[config.mk]
export PLATFORM = sky130hd
export DESIGN_NAME = seg7_scan_decoder
export DESIGN_NICKNAME = d
export VERILOG_FILES = /design/src/rtl/seg7_pkg.sv /design/src/rtl/seg7_pattern_decode.sv /design/src/rtl/seg7_scan_decoder.sv
export SDC_FILE = /design/constraint.sdc
export NUM_CORES = 1
export LEC_CHECK = 0
export ABC_AREA = 1
export BUFFER_PORTS_ARGS = -buffer_cell sky130_fd_sc_hd__buf_2
export CAP_MARGIN = 25
export CORE_MARGIN = 8
export CORE_UTILIZATION = 55
export CTS_CLUSTER_DIAMETER = 150
export DETAILED_ROUTE_END_ITERATION = 12
export PLACE_DENSITY = 0.75
export SLEW_MARGIN = 20
export SYNTH_ARGS = -nofsm -noshare
export SYNTH_HDL_FRONTEND = slang
export SYNTH_HIERARCHICAL = 1
export SYNTH_SLANG_ARGS = --single-unit
[constraint.sdc]
create_clock -name clk_100MHz -period 2.6 [get_ports clk_100MHz]
set_input_delay 0.26 -clock clk_100MHz [delete_from_list [all_inputs] [get_ports clk_100MHz]]
set_output_delay 0.26 -clock clk_100MHz [all_outputs]
set_load 0.1 [all_outputs]
[src/rtl/seg7_pkg.sv]
// seg7_pkg: segment codes, digit-enable codes and scan FSM states shared by the seven-segment scan decoder.
package seg7_pkg;

    typedef enum logic {WAIT, HELD} scan_state_t;

    // Active-low a..g patterns, indexed by BCD value
    localparam logic [6:0] SEG_CODES [10] = '{
        7'b0000001, 7'b1001111, 7'b0010010, 7'b0000110, 7'b1001100,
        7'b0100100, 7'b0100000, 7'b0001111, 7'b0000000, 7'b0000100
    };

    localparam logic [3:0] DIG_ONES      = 4'b1110;
    localparam logic [3:0] DIG_TENS      = 4'b1101;
    localparam logic [3:0] DIG_HUNDREDS  = 4'b1011;
    localparam logic [3:0] DIG_THOUSANDS = 4'b0111;
    localparam logic [3:0] DIG_BLANK     = 4'b1111;

endpackage

[src/rtl/seg7_pattern_decode.sv]
// seg7_pattern_decode: maps an active-low 7-segment pattern to its BCD value and flags non-digit patterns.
module seg7_pattern_decode
    import seg7_pkg::*;
(
    input  logic [6:0] pattern,
    output logic [3:0] bcd,
    output logic       legal
);

    always_comb begin
        bcd   = '0;
        legal = 1'b0;
        for (int i = 0; i < 10; i++) begin
            if (pattern == SEG_CODES[i]) begin
                bcd   = 4'(i);
                legal = 1'b1;
            end
        end
    end

endmodule

[src/rtl/seg7_scan_decoder.sv]
// seg7_scan_decoder: recovers four BCD digits from a multiplexed, active-low seven-segment bus
// by capturing each {segments, digit enable} combination once it has been stable long enough.
module seg7_scan_decoder
    import seg7_pkg::*;
#(
    parameter int unsigned STABLE_CYCLES = 16
) (
    input  logic       clk_100MHz,
    input  logic       reset,
    input  logic [6:0] seg_in,
    input  logic [3:0] digit_in,
    output logic [3:0] ones,
    output logic [3:0] tens,
    output logic [3:0] hundreds,
    output logic [3:0] thousands,
    output logic [3:0] digit_valid,
    output logic       frame_done,
    output logic       pattern_err
);

    localparam logic [15:0] LAST = 16'(STABLE_CYCLES - 1);

    logic [6:0]       seg_s1, seg_s2, seg_d;
    logic [3:0]       dig_s1, dig_s2, dig_d;
    logic [15:0]      cnt;
    scan_state_t      state, state_nx;
    logic [3:0]       seen, seen_nx, sel;
    logic [3:0][3:0]  val;
    logic [3:0]       bcd;
    logic             legal, same, cap, one_hot, good, err, frame;

    seg7_pattern_decode u_decode (
        .pattern (seg_d),
        .bcd     (bcd),
        .legal   (legal)
    );

    assign same    = {seg_s2, dig_s2} == {seg_d, dig_d};
    assign one_hot = dig_d inside {DIG_ONES, DIG_TENS, DIG_HUNDREDS, DIG_THOUSANDS};
    assign sel     = ~dig_d;
    assign seen_nx = seen | sel;

    always_ff @(posedge clk_100MHz or posedge reset) begin
        if (reset) begin
            state <= WAIT;
        end else begin
            state <= state_nx;
        end
    end

    always_comb begin
        state_nx = state;
        case (state)
            WAIT: state_nx = (cnt == LAST && same) ? HELD : WAIT;
            HELD: state_nx = same ? HELD : WAIT;
            default: state_nx = WAIT;
        endcase
    end

    // The capture samples the delayed copy, which equals the live value whenever same is true
    always_comb begin
        cap   = state == WAIT && cnt == LAST && same;
        good  = cap && one_hot && legal;
        err   = cap && dig_d != DIG_BLANK && !(one_hot && legal);
        frame = good && seen_nx == 4'hf;
    end

    always_ff @(posedge clk_100MHz or posedge reset) begin
        if (reset) begin
            seg_s1      <= '0;
            seg_s2      <= '0;
            seg_d       <= '0;
            dig_s1      <= '0;
            dig_s2      <= '0;
            dig_d       <= '0;
            cnt         <= '0;
            seen        <= '0;
            val         <= '0;
            digit_valid <= '0;
            frame_done  <= 1'b0;
            pattern_err <= 1'b0;
        end else begin
            seg_s1      <= seg_in;
            seg_s2      <= seg_s1;
            seg_d       <= seg_s2;
            dig_s1      <= digit_in;
            dig_s2      <= dig_s1;
            dig_d       <= dig_s2;
            cnt         <= !same ? '0 : (cnt == '1 ? cnt : cnt + 16'd1);
            frame_done  <= frame;
            pattern_err <= err;
            if (good) begin
                seen        <= frame ? '0 : seen_nx;
                digit_valid <= digit_valid | sel;
                for (int i = 0; i < 4; i++) begin
                    if (sel[i]) val[i] <= bcd;
                end
            end
        end
    end

    assign ones      = val[0];
    assign tens      = val[1];
    assign hundreds  = val[2];
    assign thousands = val[3];

endmodule
==> metrics.yaml <==
placed_design:
  place_congestion: 0.873
  port_buffers: 34
  placed_cell_area_sq_mm: 0.00357
  dp_hpwl_um: 4510
worst_setup_path:
  crit_fanout: 7
  slowest_delay_ns: 0.45
  cp.arrival_ns: 2.28
  crit_buf_inv: 1
  endpoint_kind: "flop"
  r2r_start: "seg_d[1]$_DFF_PP0_"
  worstSetupStartpoint: "seg_d[1]$_DFF_PP0_"
  start_kind: "flop"
  crit_slowest_cell: "dfrtp_1"
  cp_cell_sequence: "nor2_2, inv_2, nor2_2, nand2_1, nand2_1, nor2_2, nand2_1, nand2_1, a21oi_4, nand4_2, nor2_1, a21oi_1"
  critical_path.top_delay_family: "simple AND/OR/NAND/NOR gates"
  critPathMostFrequentCell: "nand2_1"
  path_class: "reg -> reg"
  crit_required_ns: 2.81
route:
  postRouteAntennaNets: 0
  drc_errors: 0
  drtIter0Drc: 86
  viasPerCell: 4.92
  dr.pass1.iters: 4
  vias: 2448
  wl_um: 6310
  wire_per_inst_um: 12.7
floorplan:
  start_util: 0.563
  core_sq_mm: 0.00589
  core.rowCount: 28
  fp.dieH_um: 93.6
  die_width_um: 93.6
  io_pins: 35
  dieArea_sq_mm: 0.00876
global_route:
  grt_pass1_vias: 2476
  grt_max_degree: 46
  grt-ovfl-total: 0
  grt_pass1_wl_um: 11100
  grt_usage: 0.158
  antenna_found_initial: 0
cts:
  cts_tree: "built"
  clock_sinks: 76
  cts_setup_buffers: 0
  ctsResizeCount: 0
  insertion_delay_ns: 0.34
  cts_buffers: 9
  clk_path_buf_depth: 2
  cts_max_level: 3
  clockRootBuffer: "clkbuf_8"
  clk_pin_slew_worst_paths_ns: 0.08
sta:
  hold_slack_ns: 0.0122
  period_minus_slack_ns: 2.08
  fmax_mhz: 481
  tightestPinTransition_ns: 0.676
  hold_viol: 0
  finalSetupTns_ns: 0
  fin_crit_sh: 0.799
  setup_violations: 0
  slew_headroom: 0.549
  clock_skew_ns: 0.0103
  slew_violations: 0
  rsz0062_at_grt: "false"
layout:
  final_common_cell: "nand2_1"
  multiInputGateArea_sq_mm: 0.00117
  fillCellCount: 503
  diodes: 0
  area_delta_synth_final_pct: 15.3
  layout_common_cells: "nand2_1, dfrtp_1, inv_1, nand3_1, buf_2"
  nNetsFinal: 433
  ff_latch_area_sq_mm: 0.00190
  finalInstanceArea_sq_mm: 0.00382
  layout-drive-gt1-share: 0.194
pwr:
  vdd_drop_max_v: 0.000392
  power.share.clock: 0.430
  p_leak_nw: 2.06
  combPwrFrac: 0.044
  internal_power_mw: 1.81
  power_density_mw_per_mm2: 611
  switching_share: 0.224
  netSwitchingPower_uw: 523
  seqPwrFrac: 0.526
logic_synthesis:
  syn_area_sq_mm: 0.00331
  synth-warning-count: 6
  yosys.area.top_type: "dfrtp_1"
  seq_area_frac_synth: 0.574
  ys_types: 29
  yosysTopAreaCellShare: 0.574
  synth_nets: 387
  synth_cells: 373
  synth_seq_cells: 76
  post_synth_main_area_contributors: "dfrtp_1, nand2_1, nand3_1, inv_1, nor2_1"
  synth_area_per_cell_sq_um: 8.88
worst_hold_path:
  hp-class: "in -> async"
flow_run:
  maxCapViolCount: 0
outcome:
  status: "finished clean"
==> routing by layer <==
layer  vias to the layer above  track usage  share of wire  wire length, um
li1                       1260            -              -                -
met1                      1127        0.190           0.48             3000
met2                        54        0.259           0.46             2900
met3                         7       0.0473          0.048              302
met4                         0       0.0674          0.016              104
met5                         -            0              0                0
==> cell type report <==
cell class | count | share of cell area
Timing Repair Buffer | 39 | 0.0596
Clock inverter | 5 | 0.0216
Multi-Input combinational cell | 238 | 0.306
Tap cell | 75 | 0.0246
Sequential cell | 76 | 0.498
Clock buffer | 10 | 0.0360
Inverter | 55 | 0.0541
==> cell usage after synthesis <==
cell type / n
dfrtp_1: 76
and2_1: 1
nand4_2: 3
nand4_1: 7
a31oi_1: 2
a21oi_2: 1
nor2_1: 30
nand2_1: 107
nor2_2: 8
nand3_1: 34
inv_2: 9
buf_6: 2
nand3_2: 1
a21oi_1: 7
o2111ai_1: 1
o21a_1: 1
buf_2: 1
nor3_1: 7
buf_4: 1
clkinv_1: 1
a21oi_4: 1
inv_1: 45
o21ai_0: 9
nand2_2: 3
nor3_2: 1
ha_1: 1
nor2_4: 3
xnor2_1: 6
o211a_1: 4
==> repair_timing <==
action                                  in CTS  in global routing
endpoints found under the setup margin       0                  0
hold buffers                                 0                  3
hold endpoints to repair                     0                  3
==> state kept, by name (all words and copies together), names as in the netlist, 7 cells and up <==
| name | cells |
|---|---|
| cnt | 16 |
| seg_d | 7 |
| seg_s2 | 7 |
| seg_s1 | 7 |
==> power by group through the flow <==
| stage | clock [mW] | combinational (mW) | sequential [mW] |
|---|---|---|---|
| floorplan | 0 | 0.0725 | 1.25 |
| global placement | 0 | 0.0989 | 1.25 |
| detailed placement | 0 | 0.101 | 1.25 |
| CTS | 1.02 | 0.102 | 1.23 |
| global route | 1.09 | 0.120 | 1.23 |
| finish | 1.00 | 0.102 | 1.23 |
==> metrics by stage <==
| step | power, mW | utilization | std cells | setup WS, ns |
|---|---|---|---|---|
| after floorplan | 1.32 | - | 373 | 0.402 |
| after global routing | 2.44 | 0.649 | 498 | 0.351 |
| after global placement | 1.35 | 0.606 | 480 | 0.676 |
| after CTS | 2.35 | 0.644 | 495 | 0.550 |
| after detailed placement | 1.35 | 0.606 | 480 | 0.571 |
| final | 2.33 | 0.649 | 498 | 0.522 |
==> logic make-up after synthesis <==
kind of cell,synth area share
flops,0.574
simple gates,0.281
buf+inv,0.0729
xor+xnor,0.0159
fa+ha+maj,0.00378
compound gates,0.0525
==> worst register-to-register path, cell delays in order (launching register included) <==
cell and delay (ns):
dfrtp_1 0.45, nor2_2 0.16, inv_2 0.06, nor2_2 0.12, nand2_1 0.09, nand2_1 0.10, nor2_2 0.04, nand2_1 0.06
nand2_1 0.08, a21oi_4 0.23, nand4_2 0.15, nor2_1 0.34, a21oi_1 0.08
==> worst paths after layout <==
kind                                            end  slack, ns  depth (start not counted)
min in group clk_100MHz         seg_s1[6]$_DFF_PP0_       0.03                          1
worst min register to register  seg_s2[4]$_DFF_PP0_       0.34                          0
max in group asynchronous        cnt[5]$_DFFE_PP0P_       1.92                          3
worst max-delay path            seen[0]$_DFFE_PP0P_       0.52                         12
worst min-delay path             seg_d[6]$_DFF_PP0_       0.01                          2
worst max register to register  seen[0]$_DFFE_PP0P_       0.52                         12
Note: power is estimated with default switching activity, not from simulation.
